File: src/rtl/perceptron_core.sv
// Trainable single-layer perceptron: sequential MAC over N_INPUTS signed inputs
// plus bias, valid/ready in and out, perceptron-rule weight update on a mistake.
module perceptron_core #(
    parameter int N_INPUTS = 4,
    parameter int DATA_W   = 8,
    parameter int WEIGHT_W = 12,
    parameter int ACC_W    = 24,
    parameter int LR_SHIFT = 2,
    parameter int ERR_W    = 16
) (
    input  logic                         clk,
    input  logic                         nRst,
    input  logic                         in_valid,
    output logic                         in_ready,
    input  logic [N_INPUTS*DATA_W-1:0]   in_data,
    input  logic                         in_train,
    input  logic                         in_target,
    input  logic                         wt_clear,
    output logic                         out_valid,
    input  logic                         out_ready,
    output logic                         out_class,
    output logic signed [ACC_W-1:0]      out_sum,
    output logic [ERR_W-1:0]             err_count
);

    localparam int PROD_W = DATA_W + WEIGHT_W;
    localparam int IDX_W  = (N_INPUTS > 1) ? $clog2(N_INPUTS) : 1;
    localparam int CNT_W  = $clog2(N_INPUTS + 1);
    localparam int SUM_W  = ((WEIGHT_W > DATA_W) ? WEIGHT_W : DATA_W) + 1;

    typedef enum logic [1:0] {S_IDLE, S_MAC, S_OUT, S_UPDATE} state_t;

    state_t                       r_state;
    state_t                       w_state_nxt;
    logic signed [DATA_W-1:0]     r_x [N_INPUTS];
    logic signed [WEIGHT_W-1:0]   r_w [N_INPUTS];
    logic signed [WEIGHT_W-1:0]   r_bias;
    logic signed [ACC_W-1:0]      r_acc;
    logic [CNT_W-1:0]             r_idx;
    logic                         r_train;
    logic                         r_target;
    logic                         r_out_class;
    logic signed [ACC_W-1:0]      r_out_sum;
    logic [ERR_W-1:0]             r_err;

    logic [IDX_W-1:0]             w_widx;
    logic signed [PROD_W-1:0]     w_prod;
    logic signed [ACC_W-1:0]      w_acc_nxt;
    logic signed [DATA_W-1:0]     w_delta;
    logic signed [SUM_W-1:0]      w_wsum;
    logic signed [SUM_W-1:0]      w_bsum;
    logic                         w_accept;
    logic                         w_last_in;
    logic                         w_last_upd;
    logic                         w_mistake;

    // Clamp a widened weight/bias sum back into the signed WEIGHT_W range.
    function automatic logic signed [WEIGHT_W-1:0] sat_w(input logic signed [SUM_W-1:0] v);
        if ((&v[SUM_W-1:WEIGHT_W-1]) || !(|v[SUM_W-1:WEIGHT_W-1]))
            return v[WEIGHT_W-1:0];
        else if (v[SUM_W-1])
            return {1'b1, {(WEIGHT_W-1){1'b0}}};
        else
            return {1'b0, {(WEIGHT_W-1){1'b1}}};
    endfunction

    assign in_ready   = (r_state == S_IDLE) && !wt_clear;
    assign out_valid  = (r_state == S_OUT);
    assign out_sum    = r_out_sum;
    assign out_class  = r_out_class;
    assign err_count  = r_err;

    assign w_accept   = in_valid && in_ready;
    assign w_widx     = r_idx[IDX_W-1:0];
    assign w_last_in  = (r_idx == CNT_W'(N_INPUTS - 1));
    assign w_last_upd = (r_idx == CNT_W'(N_INPUTS));
    assign w_mistake  = r_train && (r_out_class != r_target);

    assign w_prod    = PROD_W'(r_w[w_widx]) * PROD_W'(r_x[w_widx]);
    assign w_acc_nxt = r_acc + ACC_W'(w_prod);
    assign w_delta   = r_x[w_widx] >>> LR_SHIFT;
    assign w_wsum    = r_target ? (SUM_W'(r_w[w_widx]) + SUM_W'(w_delta))
                                : (SUM_W'(r_w[w_widx]) - SUM_W'(w_delta));
    assign w_bsum    = r_target ? (SUM_W'(r_bias) + SUM_W'(1))
                                : (SUM_W'(r_bias) - SUM_W'(1));

    always_comb begin
        w_state_nxt = r_state;
        unique case (r_state)
            S_IDLE:   if (w_accept) w_state_nxt = S_MAC;
            S_MAC:    if (w_last_in) w_state_nxt = S_OUT;
            S_OUT:    if (out_ready) w_state_nxt = w_mistake ? S_UPDATE : S_IDLE;
            S_UPDATE: if (w_last_upd) w_state_nxt = S_IDLE;
            default:  w_state_nxt = S_IDLE;
        endcase
    end

    // Control, weights and result registers: cleared by reset.
    always_ff @(posedge clk or negedge nRst) begin
        if (!nRst) begin
            r_state     <= S_IDLE;
            r_idx       <= '0;
            r_bias      <= '0;
            r_out_sum   <= '0;
            r_out_class <= 1'b0;
            r_err       <= '0;
            for (int i = 0; i < N_INPUTS; i++) r_w[i] <= '0;
        end else begin
            r_state <= w_state_nxt;
            unique case (r_state)
                S_IDLE: begin
                    if (wt_clear) begin
                        r_bias <= '0;
                        for (int i = 0; i < N_INPUTS; i++) r_w[i] <= '0;
                    end else if (in_valid) begin
                        r_idx <= '0;
                    end
                end
                S_MAC: begin
                    if (w_last_in) begin
                        r_idx       <= '0;
                        r_out_sum   <= w_acc_nxt;
                        r_out_class <= ~w_acc_nxt[ACC_W-1];
                    end else begin
                        r_idx <= r_idx + CNT_W'(1);
                    end
                end
                S_OUT: begin
                    if (out_ready && w_mistake && (r_err != '1))
                        r_err <= r_err + ERR_W'(1);
                end
                S_UPDATE: begin
                    // Weights first in index order, bias on the final cycle.
                    if (w_last_upd)
                        r_bias <= sat_w(w_bsum);
                    else
                        r_w[w_widx] <= sat_w(w_wsum);
                    r_idx <= r_idx + CNT_W'(1);
                end
                default: r_idx <= '0;
            endcase
        end
    end

    // Sample latch and accumulator: data only, no reset needed.
    always_ff @(posedge clk) begin
        if (w_accept) begin
            for (int i = 0; i < N_INPUTS; i++) r_x[i] <= in_data[i*DATA_W +: DATA_W];
            r_train  <= in_train;
            r_target <= in_target;
            r_acc    <= ACC_W'(r_bias);
        end else if (r_state == S_MAC) begin
            r_acc <= w_acc_nxt;
        end
    end

endmodule

File: config.mk
export PLATFORM = sky130hd
export DESIGN_NAME = perceptron_core
export DESIGN_NICKNAME = d
export VERILOG_FILES = /design/src/rtl/perceptron_core.sv
export SDC_FILE = /design/constraint.sdc
export NUM_CORES = 1
export LEC_CHECK = 0
export ABC_AREA = 1
export ABC_CLOCK_PERIOD_IN_PS = 15260
export CAP_MARGIN = 20
export CORE_MARGIN = 1.5
export CORE_UTILIZATION = 45
export CTS_BUF_LIST = sky130_fd_sc_hd__clkbuf_4 sky130_fd_sc_hd__clkbuf_8
export DETAILED_ROUTE_END_ITERATION = 8
export GPL_ROUTABILITY_DRIVEN = 0
export PLACE_DENSITY = 0.64
export SYNTH_ARGS = -nofsm -noshare
export SYNTH_HDL_FRONTEND = slang
export SYNTH_SLANG_ARGS = --single-unit
export TNS_END_PERCENT = 50
File: constraint.sdc
create_clock -name clk -period 15.26 [get_ports clk]
set_input_delay 3.052 -clock clk [delete_from_list [all_inputs] [get_ports clk]]
set_output_delay 3.052 -clock clk [all_outputs]
set_load 0.01 [all_outputs]
==> flow_metrics.tcl, run 1 <==
set metrics [dict create \
    worst_pin_slew_ps 1090 \
    r2r_start "r_idx[1]" \
    drive_above_1_share_pct 5.41 \
    initial_core_util_pct 45.6 \
    synth_top_area_share_pct 20.3 \
    ys_warn_count 0 \
    synthArstFlopShare_pct 64.6 \
    synth.distinct_cells 40 \
    slew_headroom_pct 26.7 \
    end_kind "primary output" \
    cp_data_required_time_ps 12210 \
    critPathKind "input port to primary output" \
    ctsRootBufferMaster "clkbuf_8" \
    dpl-instance-area_um2 14200 \
    fin_setup_tns_ps 0 \
    grt.total_usage_pct 21.7 \
    cts_buffers 17 \
    rsz0062_at_grt "no" \
    min_path_cells 2 \
    areaGrowthSynthToFinish_pct 12.2 \
    synth_top_cell_by_area "dfrtp_1" \
    setup-violations-final 0 \
    wl_per_cell_um 15.9 \
    grt_pass1_vias 10300 \
    ant_nets 0 \
    path_clk_slew_ps 90 \
    cts_max_level 4 \
    path_max_fanout 2 \
    core_um2 28700 \
    drtIter0Drc 744 \
    r2r_slack_ps 8410 \
    die_w_um 174 \
    ys_top_cells_by_area "dfrtp_1, fa_1, edfxtp_1, nand2_1, ha_1" \
    clock-sinks 164 \
    routed-via-count 10200 \
    antenna_cells 0 \
    finish.instance_area_um2 14700 \
    synth_edf_count 58 \
    hold_violations 0 \
    final-max-slew-violation-count 0 \
    grt_max_degree 70 \
    critPathLaunchType "input port" \
    min_period_over_period_pct 47.5 \
    synthesis.nets 1729 \
    grt_first_pass_wirelength_um 52100 \
    clock.fmax_mhz 138 \
    cts_tree "yes" \
    synth_area_um2 13100 \
    pin_count 82 \
    reg2reg_depth 21 \
    num_rows 62 \
    clockBufferDepth 2 \
    arrival_ps 4200 \
    dr.pass1.iters 5 \
    startpoint "wt_clear" \
    netlist_instances 1487 \
    die_y_um 174 \
    via_per_inst 5.21 \
    final_nets 1799 \
    yosys_register_bits 164 \
    postCtsResizedCells 0 \
    die_area_um2 30100 \
    synthFlopType "dfrtp_1" \
    syn_area_per_cell_um2 8.81 \
    cts_hold_buf 0 \
    clock_latency_ps 490 \
    layout_min_cycle_time_ps 7250 \
    cap_violations 0 \
    drt-total-wl_um 31000 \
    synth-seq-area-share_pct 33.5 \
    fill_cells 2685 \
    antenna_found_initial 0 \
    outcome "finished clean" \
    port_buffers 81 \
    drc 0 \
    min_from "r_w[7]" \
    finalClockSkew_ps 20.7 \
    dp_hpwl_um 23600 \
    hold_path.class "flip-flop to flip-flop" \
    overflow 0 \
    postCtsSetupBuffers 0 \
]
-- layer usage --
metal / vias to the layer above / GRT usage [%] / wire length [µm]
met2: 272 / 34.0 / 14300
li1: 4928 / - / -
met3: 36 / 3.44 / 1530
met4: 0 / 6.07 / 512
met1: 4948 / 31.2 / 14600
met5: - / 0 / 0
-- final cells by class --
type                       instances  area, µm²  share of cell area (%)
sequential                       164       4390                    29.9
inverter                         179        672                    4.57
clock inverter                    15        168                    1.14
tap                              384        480                    3.27
timing repair buffer              95        941                    6.40
multi-input combinational       1100       7810                    53.1
clock buffer                      17        234                    1.59
-- cells in the mapped netlist, types with 12 or more instances --
master	instances
buf_2	12
a32oi_1	12
nand3_1	103
dfrtp_1	106
clkbuf_1	23
fa_1	118
nor2_1	107
edfxtp_1	58
nor3_1	17
nand2_1	399
xor2_1	32
o21ai_0	63
ha_1	85
xnor2_1	26
nand2_4	12
a21oi_1	61
inv_1	173
-- worst paths after layout --
check,endpoint
worst min-delay path,r_w[7]
worst max register to register,r_acc[21]
worst max-delay path,in_ready
min in group asynchronous,r_w[9]
max in group asynchronous,r_bias[6]
worst min register to register,r_w[7]
-- metrics by stage --
stage / cells / setup WS, ps / hold slack (ps) / utilization (%)
6_report: 1954 / 8010 / 487 / 51.2
3_3_place_gp: 1918 / 8030 / 459 / 49.6
3_5_place_dp: 1918 / 8010 / 463 / 49.6
5_1_grt: 1954 / 7970 / 507 / 51.2
2_1_floorplan: 1487 / 8960 / 449 / -
4_1_cts: 1950 / 8000 / 490 / 51.0
-- worst max-delay path, stage by stage --
cell	delay, ps
clkdlybuf4s50_1	420
nor2_1	170
clkdlybuf4s50_1	560
-- cell usage in the layout (no fill, tap or decap), drive strengths merged, types with 61 or more instances in the layout --
cell | synthesis | final
fa | 118 | 118
nand3 | 110 | 110
ha | 85 | 85
nor2 | 108 | 108
inv | 179 | 187
dfrtp | 106 | 106
clkdlybuf4s50 | 0 | 80
a21oi | 61 | 61
nand2 | 415 | 415
o21ai | 65 | 65
-- kinds of logic (layout without fill, tap and decap cells) --
logic type | Yosys count | after routing | share of synthesized area (%)
DFF | 164 | 164 | 33.5
AOI/OAI and AO/OA | 167 | 167 | 7.51
and+or+nand+nor | 672 | 672 | 22.0
adders and majority gates | 203 | 203 | 26.2
buffers and inverters | 223 | 306 | 6.92
xor gates and xnor gates | 58 | 58 | 3.88
-- state kept, by name, summed over array words and instances, names as in the netlist --
| name | cells |
|---|---|
| r_w | 48 |
| r_x | 32 |
| out_sum | 24 |
| r_acc | 24 |
| err_count | 16 |
| r_bias | 12 |
| r_idx | 3 |
| r_state | 2 |
| out_class | 1 |
| r_target | 1 |
| r_train | 1 |
Power of run 1 is not shown: default switching activity piles up to over one toggle a cycle in this logic, so the estimate is an artifact.
==> run 2: changes to the inputs <==
--- a/config.mk
+++ b/config.mk
@@ -6,7 +6,7 @@
 export NUM_CORES = 1
 export LEC_CHECK = 0
 export ABC_AREA = 1
-export ABC_CLOCK_PERIOD_IN_PS = 15260
+export ABC_CLOCK_PERIOD_IN_PS = 7300
 export CAP_MARGIN = 20
 export CORE_MARGIN = 1.5
 export CORE_UTILIZATION = 45
==> constraint.sdc (replaced) <==
create_clock -name clk -period 7.3 [get_ports clk]
set_input_delay 1.46 -clock clk [delete_from_list [all_inputs] [get_ports clk]]
set_output_delay 1.46 -clock clk [all_outputs]
set_load 0.01 [all_outputs]
==> run 2 against run 1 <==
  * Clock skew fell by 3.8 ps
  * Worst setup slack worse by 7600 ps
  * Global-route usage grew 0.65 points
  * Wire length is 1.7% higher
  * Critical path type is now flip-flop to flip-flop
  * Utilization about the same
==> flow_metrics.tcl, run 2 (same netlist as run 1, synthesis figures left out) <==
set metrics [dict create \
    outcome "finished clean" \
    postCtsResizedCells 0 \
    ctsRootBufferMaster "clkbuf_8" \
    drive_above_1_share_pct 5.72 \
    drtIter0Drc 797 \
    areaGrowthSynthToFinish_pct 12.2 \
    pin_count 82 \
    die_area_um2 30100 \
    path_max_fanout 25 \
    final_nets 1803 \
    dr.pass1.iters 5 \
    overflow 0 \
    critPathLaunchType "flip-flop" \
    gr-usage-met1_pct 31.3 \
    layout_min_cycle_time_ps 6850 \
    dpl-instance-area_um2 14300 \
    antenna_found_initial 0 \
    layout.cells.non_filler 1958 \
    setup-violations-final 0 \
    grt-busiest-layer "met2" \
    cap_violations 0 \
    via_per_inst 5.24 \
    cts_hold_buf 0 \
    core_um2 28700 \
    die_w_um 174 \
    largest_reg_flops 48 \
    clock.fmax_mhz 146 \
    antenna_cells 0 \
    grt_use_met3_pct 3.57 \
    critPathKind "flip-flop to flip-flop" \
    cts_max_level 4 \
    grt_use_met2_pct 35.9 \
    clockBufferDepth 2 \
    port_buffers 81 \
    worst_pin_slew_ps 1100 \
    end_kind "flip-flop" \
    rsz0062_at_grt "no" \
    drt-total-wl_um 31500 \
    hold_violations 0 \
    postCtsSetupBuffers 0 \
    regMostFlops "r_w" \
    final_common_cell "nand2_1" \
    finish.instance_area_um2 14700 \
    routed-via-count 10300 \
    ant_nets 0 \
    grt.total_usage_pct 22.3 \
    grt_max_degree 72 \
    wl_per_cell_um 16.1 \
    cts_buffers 17 \
    path_clk_slew_ps 100 \
    fin_setup_tns_ps 0 \
    die_y_um 174 \
    min_period_over_period_pct 93.8 \
    grt_pass1_vias 10700 \
    final_cell_mix "nand2_1, inv_1, fa_1" \
    cp_data_required_time_ps 7530 \
    num_rows 62 \
    clock-sinks 164 \
    initial_core_util_pct 45.6 \
    dp_hpwl_um 24500 \
    final-max-slew-violation-count 0 \
    fill_cells 2718 \
    drc 0 \
    cts_tree "yes" \
    arrival_ps 7070 \
    finalClockSkew_ps 16.9 \
    top_regs "r_w x48, r_x x32" \
    hold_path.class "flip-flop to flip-flop" \
    dp_cells 1926 \
    grt_first_pass_wirelength_um 53700 \
    slew_headroom_pct 26.3 \
    clock_latency_ps 470 \
]
==> run 2: cell types whose count changed in the layout (fill, tap and decap cells not counted) <==
cell        previous run  this run
buf_6                  2         0
clkinvlp_2             0         1
inv_4                  1         0
clkinv_1               1         0
clkinv_4               0         3
clkbuf_4               0         1
buf_4                 12        18
clkinv_8               3         0
==> run 2: area by class of cell <==
cell class | count | area, µm² | share of cell area [%]
Multi-Input combinational cell | 1100 | 7810 | 53.1
Sequential cell | 164 | 4390 | 29.9
Timing Repair Buffer | 99 | 963 | 6.55
Inverter | 179 | 672 | 4.57
Tap cell | 384 | 480 | 3.27
Clock buffer | 18 | 241 | 1.64
Clock inverter | 14 | 140 | 0.953
==> run 2: critical path: stages (launching register included) <==
cell	delay (ps)
dfrtp_1	730
buf_4	400
nand2_1	80
a32oi_1	730
nand2_1	170
fa_1	550
fa_1	510
inv_1	70
fa_1	520
fa_1	520
fa_1	500
ha_1	390
a21oi_1	220
nand2_1	130
a21oi_1	260
o21ai_0	220
nand3_1	120
nand2_1	70
or2_2	290
nand3_1	70
nand2_1	50
==> run 2: through the flow <==
| step | hold WS [ps] | utilization [%] | setup WS (ps) |
|---|---|---|---|
| after detailed placement | 463 | 49.9 | 581 |
| after CTS | 488 | 51.2 | 541 |
| after global placement | 459 | 49.8 | 647 |
| final | 485 | 51.2 | 453 |
| after global routing | 518 | 51.2 | 97.3 |
| after floorplan | 449 | - | 1030 |
==> run 2: worst paths after layout <==
kind                            slack (ps)     start          to  depth (start not counted)
worst max-delay path                   450  r_idx[0]   r_acc[20]                         20
worst min-delay path                   480   r_w[33]     r_w[33]                          2
worst max register to register         450  r_idx[0]   r_acc[20]                         20
worst min register to register         480   r_w[33]     r_w[33]                          2
max in group asynchronous             5020      nRst  out_sum[2]                          2
min in group asynchronous              940      nRst     r_w[22]                          1
==> run 2: layer usage <==
| layer | up-vias | wire (µm) |
|---|---|---|
| met3 | 35 | 1610 |
| met1 | 5022 | 14700 |
| met2 | 284 | 14600 |
| met4 | 0 | 618 |
| met5 | - | 0 |
| li1 | 4928 | - |
Power of run 2 is left out for the same reason.
